## config.mk

```make
export PLATFORM = sky130hd
export DESIGN_NAME = corevx_tlb
export DESIGN_NICKNAME = d
export VERILOG_FILES = /design/src/rtl/corevx_tlb_pkg.sv /design/src/rtl/corevx_tlb_array.sv /design/src/rtl/corevx_tlb.sv
export SDC_FILE = /design/constraint.sdc
export NUM_CORES = 1
export LEC_CHECK = 0
export ABC_CLOCK_PERIOD_IN_PS = 8200
export CAP_MARGIN = 20
export CORE_ASPECT_RATIO = 1.2
export CORE_UTILIZATION = 55
export CTS_CLUSTER_DIAMETER = 60
export DETAILED_ROUTE_END_ITERATION = 10
export GPL_ROUTABILITY_DRIVEN = 0
export PLACE_DENSITY = 0.76
export SYNTH_ARGS = -nofsm -noshare
export SYNTH_HDL_FRONTEND = slang
export SYNTH_HIERARCHICAL = 1
export SYNTH_SLANG_ARGS = --single-unit
```

## constraint.sdc

```tcl
create_clock -name clk -period 8.2 [get_ports clk]
set_clock_uncertainty 0.05 [all_clocks]
set_input_delay 0.82 -clock clk [delete_from_list [all_inputs] [get_ports clk]]
set_output_delay 0.82 -clock clk [all_outputs]
set_load 0.05 [all_outputs]
```

## src/rtl/corevx_tlb_pkg.sv

```systemverilog
// corevx_tlb_pkg: shared TLB state encoding, bare-mode access bits and access-bit positions
package corevx_tlb_pkg;
  typedef enum logic [2:0] {IDLE, LOOKUP, PTW_REQ, PTW_WAIT, RESP} tlb_state_e;
  localparam logic [7:0] TLB_BARE_ACCESS_BITS = 8'hCF;
  localparam int ACCESSTAG_V = 0;
  localparam int ACCESSTAG_R = 1;
  localparam int ACCESSTAG_W = 2;
  localparam int ACCESSTAG_X = 3;
  localparam int ACCESSTAG_U = 4;
  localparam int ACCESSTAG_G = 5;
  localparam int ACCESSTAG_A = 6;
  localparam int ACCESSTAG_D = 7;
endpackage

```

## src/rtl/corevx_tlb_array.sv

```systemverilog
// corevx_tlb_array: direct-mapped TLB entry storage, one write port, combinational read, flash clear
module corevx_tlb_array #(
  parameter int ENTRIES = 16,
  parameter int IDX_W = $clog2(ENTRIES),
  parameter int TAG_W = 20 - IDX_W
) (
  input  logic             clk,
  input  logic             rst,
  input  logic             clr,
  input  logic             we,
  input  logic [IDX_W-1:0] widx,
  input  logic [TAG_W-1:0] wtag,
  input  logic [21:0]      wppn,
  input  logic [7:0]       wacc,
  input  logic [IDX_W-1:0] ridx,
  output logic             rvalid,
  output logic [TAG_W-1:0] rtag,
  output logic [21:0]      rppn,
  output logic [7:0]       racc
);
  logic [ENTRIES-1:0] valid;
  logic [TAG_W-1:0] tag_q [ENTRIES];
  logic [21:0] ppn_q [ENTRIES];
  logic [7:0] acc_q [ENTRIES];
  // clear beats a same-cycle write so a flushed refill never becomes visible
  always_ff @(posedge clk)
    if (rst || clr) valid <= '0;
    else if (we) valid[widx] <= 1'b1;
  always_ff @(posedge clk)
    if (we) begin
      tag_q[widx] <= wtag;
      ppn_q[widx] <= wppn;
      acc_q[widx] <= wacc;
    end
  assign rvalid = valid[ridx];
  assign rtag = tag_q[ridx];
  assign rppn = ppn_q[ridx];
  assign racc = acc_q[ridx];
endmodule

```

## src/rtl/corevx_tlb.sv

```systemverilog
// corevx_tlb: direct-mapped Sv32 TLB; hits/bare answer in two cycles, misses run one walker resolve
module corevx_tlb
  import corevx_tlb_pkg::*;
#(
  parameter int ENTRIES = 16
) (
  input  logic        clk,
  input  logic        rst,
  input  logic        req_valid,
  output logic        req_ready,
  input  logic [19:0] req_vaddr,
  output logic        resp_valid,
  output logic [21:0] resp_ppn,
  output logic [7:0]  resp_access_bits,
  output logic        resp_pagefault,
  output logic        resp_accessfault,
  input  logic        invalidate,
  input  logic        matp_mode,
  output logic        resolve_request,
  input  logic        resolve_ack,
  output logic [19:0] virtual_address,
  input  logic        resolve_done,
  input  logic        resolve_pagefault,
  input  logic        resolve_accessfault,
  input  logic [7:0]  resolve_access_bits,
  input  logic [21:0] resolve_physical_address
);
  localparam int IDX_W = $clog2(ENTRIES);
  localparam int TAG_W = 20 - IDX_W;
  tlb_state_e state, state_nx;
  logic [19:0] vpn_q;
  logic mode_q, drop_q;
  logic rd_valid;
  logic [TAG_W-1:0] rd_tag;
  logic [21:0] rd_ppn;
  logic [7:0] rd_acc;
  logic hit, lookup_done, walk_done, refill;
  assign req_ready = state == IDLE;
  assign resolve_request = state == PTW_REQ;
  assign virtual_address = vpn_q;
  assign hit = rd_valid && rd_tag == vpn_q[19:IDX_W];
  assign lookup_done = state == LOOKUP && (!mode_q || hit);
  assign walk_done = state == PTW_WAIT && resolve_done;
  assign refill = walk_done && !resolve_pagefault && !resolve_accessfault && !drop_q;
  corevx_tlb_array #(.ENTRIES(ENTRIES)) u_array (
    .clk(clk), .rst(rst), .clr(invalidate), .we(refill),
    .widx(vpn_q[IDX_W-1:0]), .wtag(vpn_q[19:IDX_W]),
    .wppn(resolve_physical_address), .wacc(resolve_access_bits),
    .ridx(vpn_q[IDX_W-1:0]),
    .rvalid(rd_valid), .rtag(rd_tag), .rppn(rd_ppn), .racc(rd_acc)
  );
  always_ff @(posedge clk)
    if (rst) state <= IDLE;
    else state <= state_nx;
  always_comb begin
    state_nx = state;
    case (state)
      IDLE:     if (req_valid) state_nx = LOOKUP;
      LOOKUP:   state_nx = (!mode_q || hit) ? IDLE : PTW_REQ;
      PTW_REQ:  if (resolve_ack) state_nx = PTW_WAIT;
      PTW_WAIT: if (resolve_done) state_nx = RESP;
      RESP:     state_nx = IDLE;
      default:  state_nx = IDLE;
    endcase
  end
  // a flush while a walk is in flight makes its result stale, so it is delivered but not cached
  always_ff @(posedge clk)
    if (rst) begin
      vpn_q <= '0;
      mode_q <= 1'b0;
      drop_q <= 1'b0;
      resp_valid <= 1'b0;
      resp_ppn <= '0;
      resp_access_bits <= '0;
      resp_pagefault <= 1'b0;
      resp_accessfault <= 1'b0;
    end else begin
      if (req_ready && req_valid) begin
        vpn_q <= req_vaddr;
        mode_q <= matp_mode;
      end
      drop_q <= (state == LOOKUP) ? 1'b0 : drop_q || ((state == PTW_REQ || state == PTW_WAIT) && invalidate);
      resp_valid <= lookup_done || walk_done;
      if (lookup_done) begin
        resp_ppn <= mode_q ? rd_ppn : {2'b00, vpn_q};
        resp_access_bits <= mode_q ? rd_acc : TLB_BARE_ACCESS_BITS;
        resp_pagefault <= 1'b0;
        resp_accessfault <= 1'b0;
      end
      if (walk_done) begin
        resp_ppn <= resolve_physical_address;
        resp_access_bits <= resolve_access_bits;
        resp_pagefault <= resolve_pagefault;
        resp_accessfault <= resolve_accessfault;
      end
    end
endmodule
```

==> results.py <==
metrics = {
    "outcome": {
        "status": "complete, no violations",
    },
    "global_route": {
        "grt_max_degree": 87,
        "antenna_found_initial": 0,
        "grt_pass1_wl_um": 107000,
        "overflow": 0,
        "grt_pass1_vias": 16707,
        "grt_usage_pct": 26.3,
    },
    "critical_path": {
        "required_ns": 8.65,
        "arrival_ns": 5.41,
        "start_kind": "flop",
        "crit_type": "flop to flop",
        "cp_max_fo": 86,
        "endpoint_kind": "flop",
    },
    "floorplanning": {
        "die_h_um": 262,
        "ios": 114,
        "die-area_um2": 57200,
        "die_w_um": 218,
        "num_rows": 94,
        "initial_core_util_pct": 56.0,
        "core_area_um2": 55200,
    },
    "placed_design": {
        "placed_area_um2": 33000,
        "port_buffers": 113,
        "dp_hpwl_um": 40800,
        "placed_cells": 2305,
    },
    "sta": {
        "period_minus_slack_ns": 4.96,
        "slew_viol_final": 0,
        "grt_setup_unrepaired": "false",
        "worst_pin_slew_ns": 1.08,
        "fin_crit_sh_pct": 60.5,
        "fin_tns_setup_ns": 0,
        "setup_viol": 0,
        "hold_viol": 0,
        "slew_headroom_pct": 27.6,
        "fmax_mhz": 201,
    },
    "power": {
        "swShare_pct": 21.1,
        "p_switching_uw": 1800,
        "clkPwrFrac_pct": 40.2,
        "p_leak_uw": 0.0111,
        "power.share.combinational_pct": 6.3,
        "p_int_uw": 6710,
        "power_density_nw_per_um2": 240,
        "peakVddDrop_v": 0.000159,
        "p_seq_share_pct": 53.5,
    },
    "layout": {
        "nets": 1722,
        "drive_gt1_share_pct": 22.2,
        "final_cell_mix": "edfxtp_1, mux4_2, clkdlybuf4s50_1, nand2_1, a22oi_1",
        "stdcell_count": 2442,
        "design_area_um2": 35400,
        "utilization_pct": 64.2,
        "syn_to_final_growth_pct": 14.6,
        "antenna_cells": 0,
        "layout_commonest_cell": "edfxtp_1",
    },
    "route": {
        "viasPerCell": 6.58,
        "drtIter0Drc": 1719,
        "drt_pre_antenna_iters": 5,
        "drt.antenna.violating_nets": 0,
        "dr_total_vias": 16066,
        "post_drt_wl_per_cell_um": 29.8,
        "drc_errors": 0,
        "wirelength_um": 72900,
    },
    "cts": {
        "clk_pin_slew_ns": 0.06,
        "ctsResizeCount": 0,
        "clkSinkCount": 810,
        "clk_latency_ns": 0.62,
        "cts_buffers": 74,
        "postCtsSetupBuffers": 0,
        "clock_path_buffers": 3,
        "ctsHoldBuffers": 0,
        "cts_tree": "done",
        "htreeDepth": 3,
        "cts-root-buf": "clkbuf_16",
    },
    "synthesis": {
        "yosysWarnings": 6,
        "synth-seq-area-share_pct": 76.3,
        "syn_area_um2": 30900,
        "synthCells": 1510,
        "syn-num-nets": 1569,
        "synth_cell_types": 36,
        "synth-seq-cells": 810,
        "syn_avg_cell_area_um2": 20.5,
    },
    "hold_path": {
        "worst_hold_path_type": "flop to flop",
    },
    "flow_run": {
        "drv_cap": 0,
    },
}
## critical path, stage by stage (launching register included)
cell     delay [ns]
dfxtp_4        0.87
buf_12         0.62
mux4_2         0.59
a22oi_1        0.25
nand2_1        0.12
xor2_1         0.15
nor4_1         0.52
nand3_1        0.33
nor3_4         0.57
nor3_2         0.09
buf_4          0.28
a22o_1         0.27
## layout make-up
type,instances,area [um2]
inverter,3,11.3
tap,720,901
timing repair buffer,164,1530
sequential,810,23600
clock buffer,112,2200
fill,3500,19700
clock inverter,23,209
multi-input combinational,610,6980
## final timing paths
path                      start               end  slack (ns)  cells after the start
min reg2reg    u_array/valid[6]  u_array/valid[6]        0.42                      1
max reg2reg  virtual_address[0]    resp_pagefault        3.24                     11
min            u_array/valid[6]  u_array/valid[6]        0.42                      1
max          virtual_address[0]    resp_pagefault        3.24                     11
## synth_stat cells, drive strengths merged
master | instances | area [um2]
a2111oi | 1 | 8.76
a21oi | 43 | 215
a22o | 2 | 17.5
a22oi | 94 | 706
a311oi | 10 | 150
and2 | 2 | 12.5
buf | 47 | 333
clkbuf | 40 | 150
dfxtp | 74 | 1480
edfxtp | 736 | 22100
inv | 3 | 11.3
mux2i | 20 | 200
mux4 | 188 | 4230
nand2 | 104 | 390
nand2b | 3 | 18.8
nand3 | 7 | 35.0
nand3b | 2 | 15.0
nor2 | 40 | 150
nor2b | 4 | 25.0
nor3 | 19 | 106
nor4 | 4 | 25.0
o21a | 16 | 120
o21ai | 10 | 50.0
o21bai | 1 | 7.51
o2bb2ai | 20 | 175
o31a | 1 | 8.76
or2 | 2 | 12.5
or3b | 1 | 8.76
xnor2 | 1 | 8.76
xor2 | 15 | 131
## logic make-up after synthesis
family | share of synthesized area [%]
AOI/OAI and AO/OA | 4.72
DFF | 76.3
and+or+nand+nor | 2.59
xor gates and xnor gates | 0.453
buffers and inverters | 1.60
muxes | 14.3
## power by group through the flow
stage                     registers (uW)  logic (uW)  clock network, uW
final                               4550         534               3420
after global routing                4550         567               3590
after CTS                           4550         536               3460
after detailed placement            4640         532                  0
after global placement              4640         522                  0
after floorplan                     4680         283                  0
## per-stage QoR
step	total power (uW)	hold WS (ns)	setup WS, ns
after floorplan	4960	0.385	2.21
after global placement	5160	0.390	3.16
after detailed placement	5170	0.395	3.08
after CTS	8540	0.415	3.05
after global routing	8710	0.437	2.96
final	8500	0.418	3.24
## flip-flops by register name, indices dropped and copies added, names as in the netlist
| name | count |
|---|---|
| mode_q | 1 |
| state | 3 |
| drop_q | 1 |
| resp_accessfault | 1 |
| resp_ppn | 22 |
| resp_pagefault | 1 |
| u_array/ppn_q | 352 |
| u_array/valid | 16 |
| virtual_address | 20 |
| u_array/acc_q | 128 |
| u_array/tag_q | 256 |
| resp_access_bits | 8 |
| resp_valid | 1 |
## per-layer routing
| layer | vias up | wire [um] | share of wire [%] | global-route usage [%] |
|---|---|---|---|---|
| li1 | 6556 | - | - | - |
| met3 | 173 | 6680 | 9.2 | 5.14 |
| met2 | 957 | 36700 | 50 | 43.4 |
| met4 | 0 | 2750 | 3.8 | 11.3 |
| met5 | - | 0 | 0 | 0 |
| met1 | 8380 | 26700 | 37 | 34.3 |
Note: power is estimated with default switching activity, not from simulation.
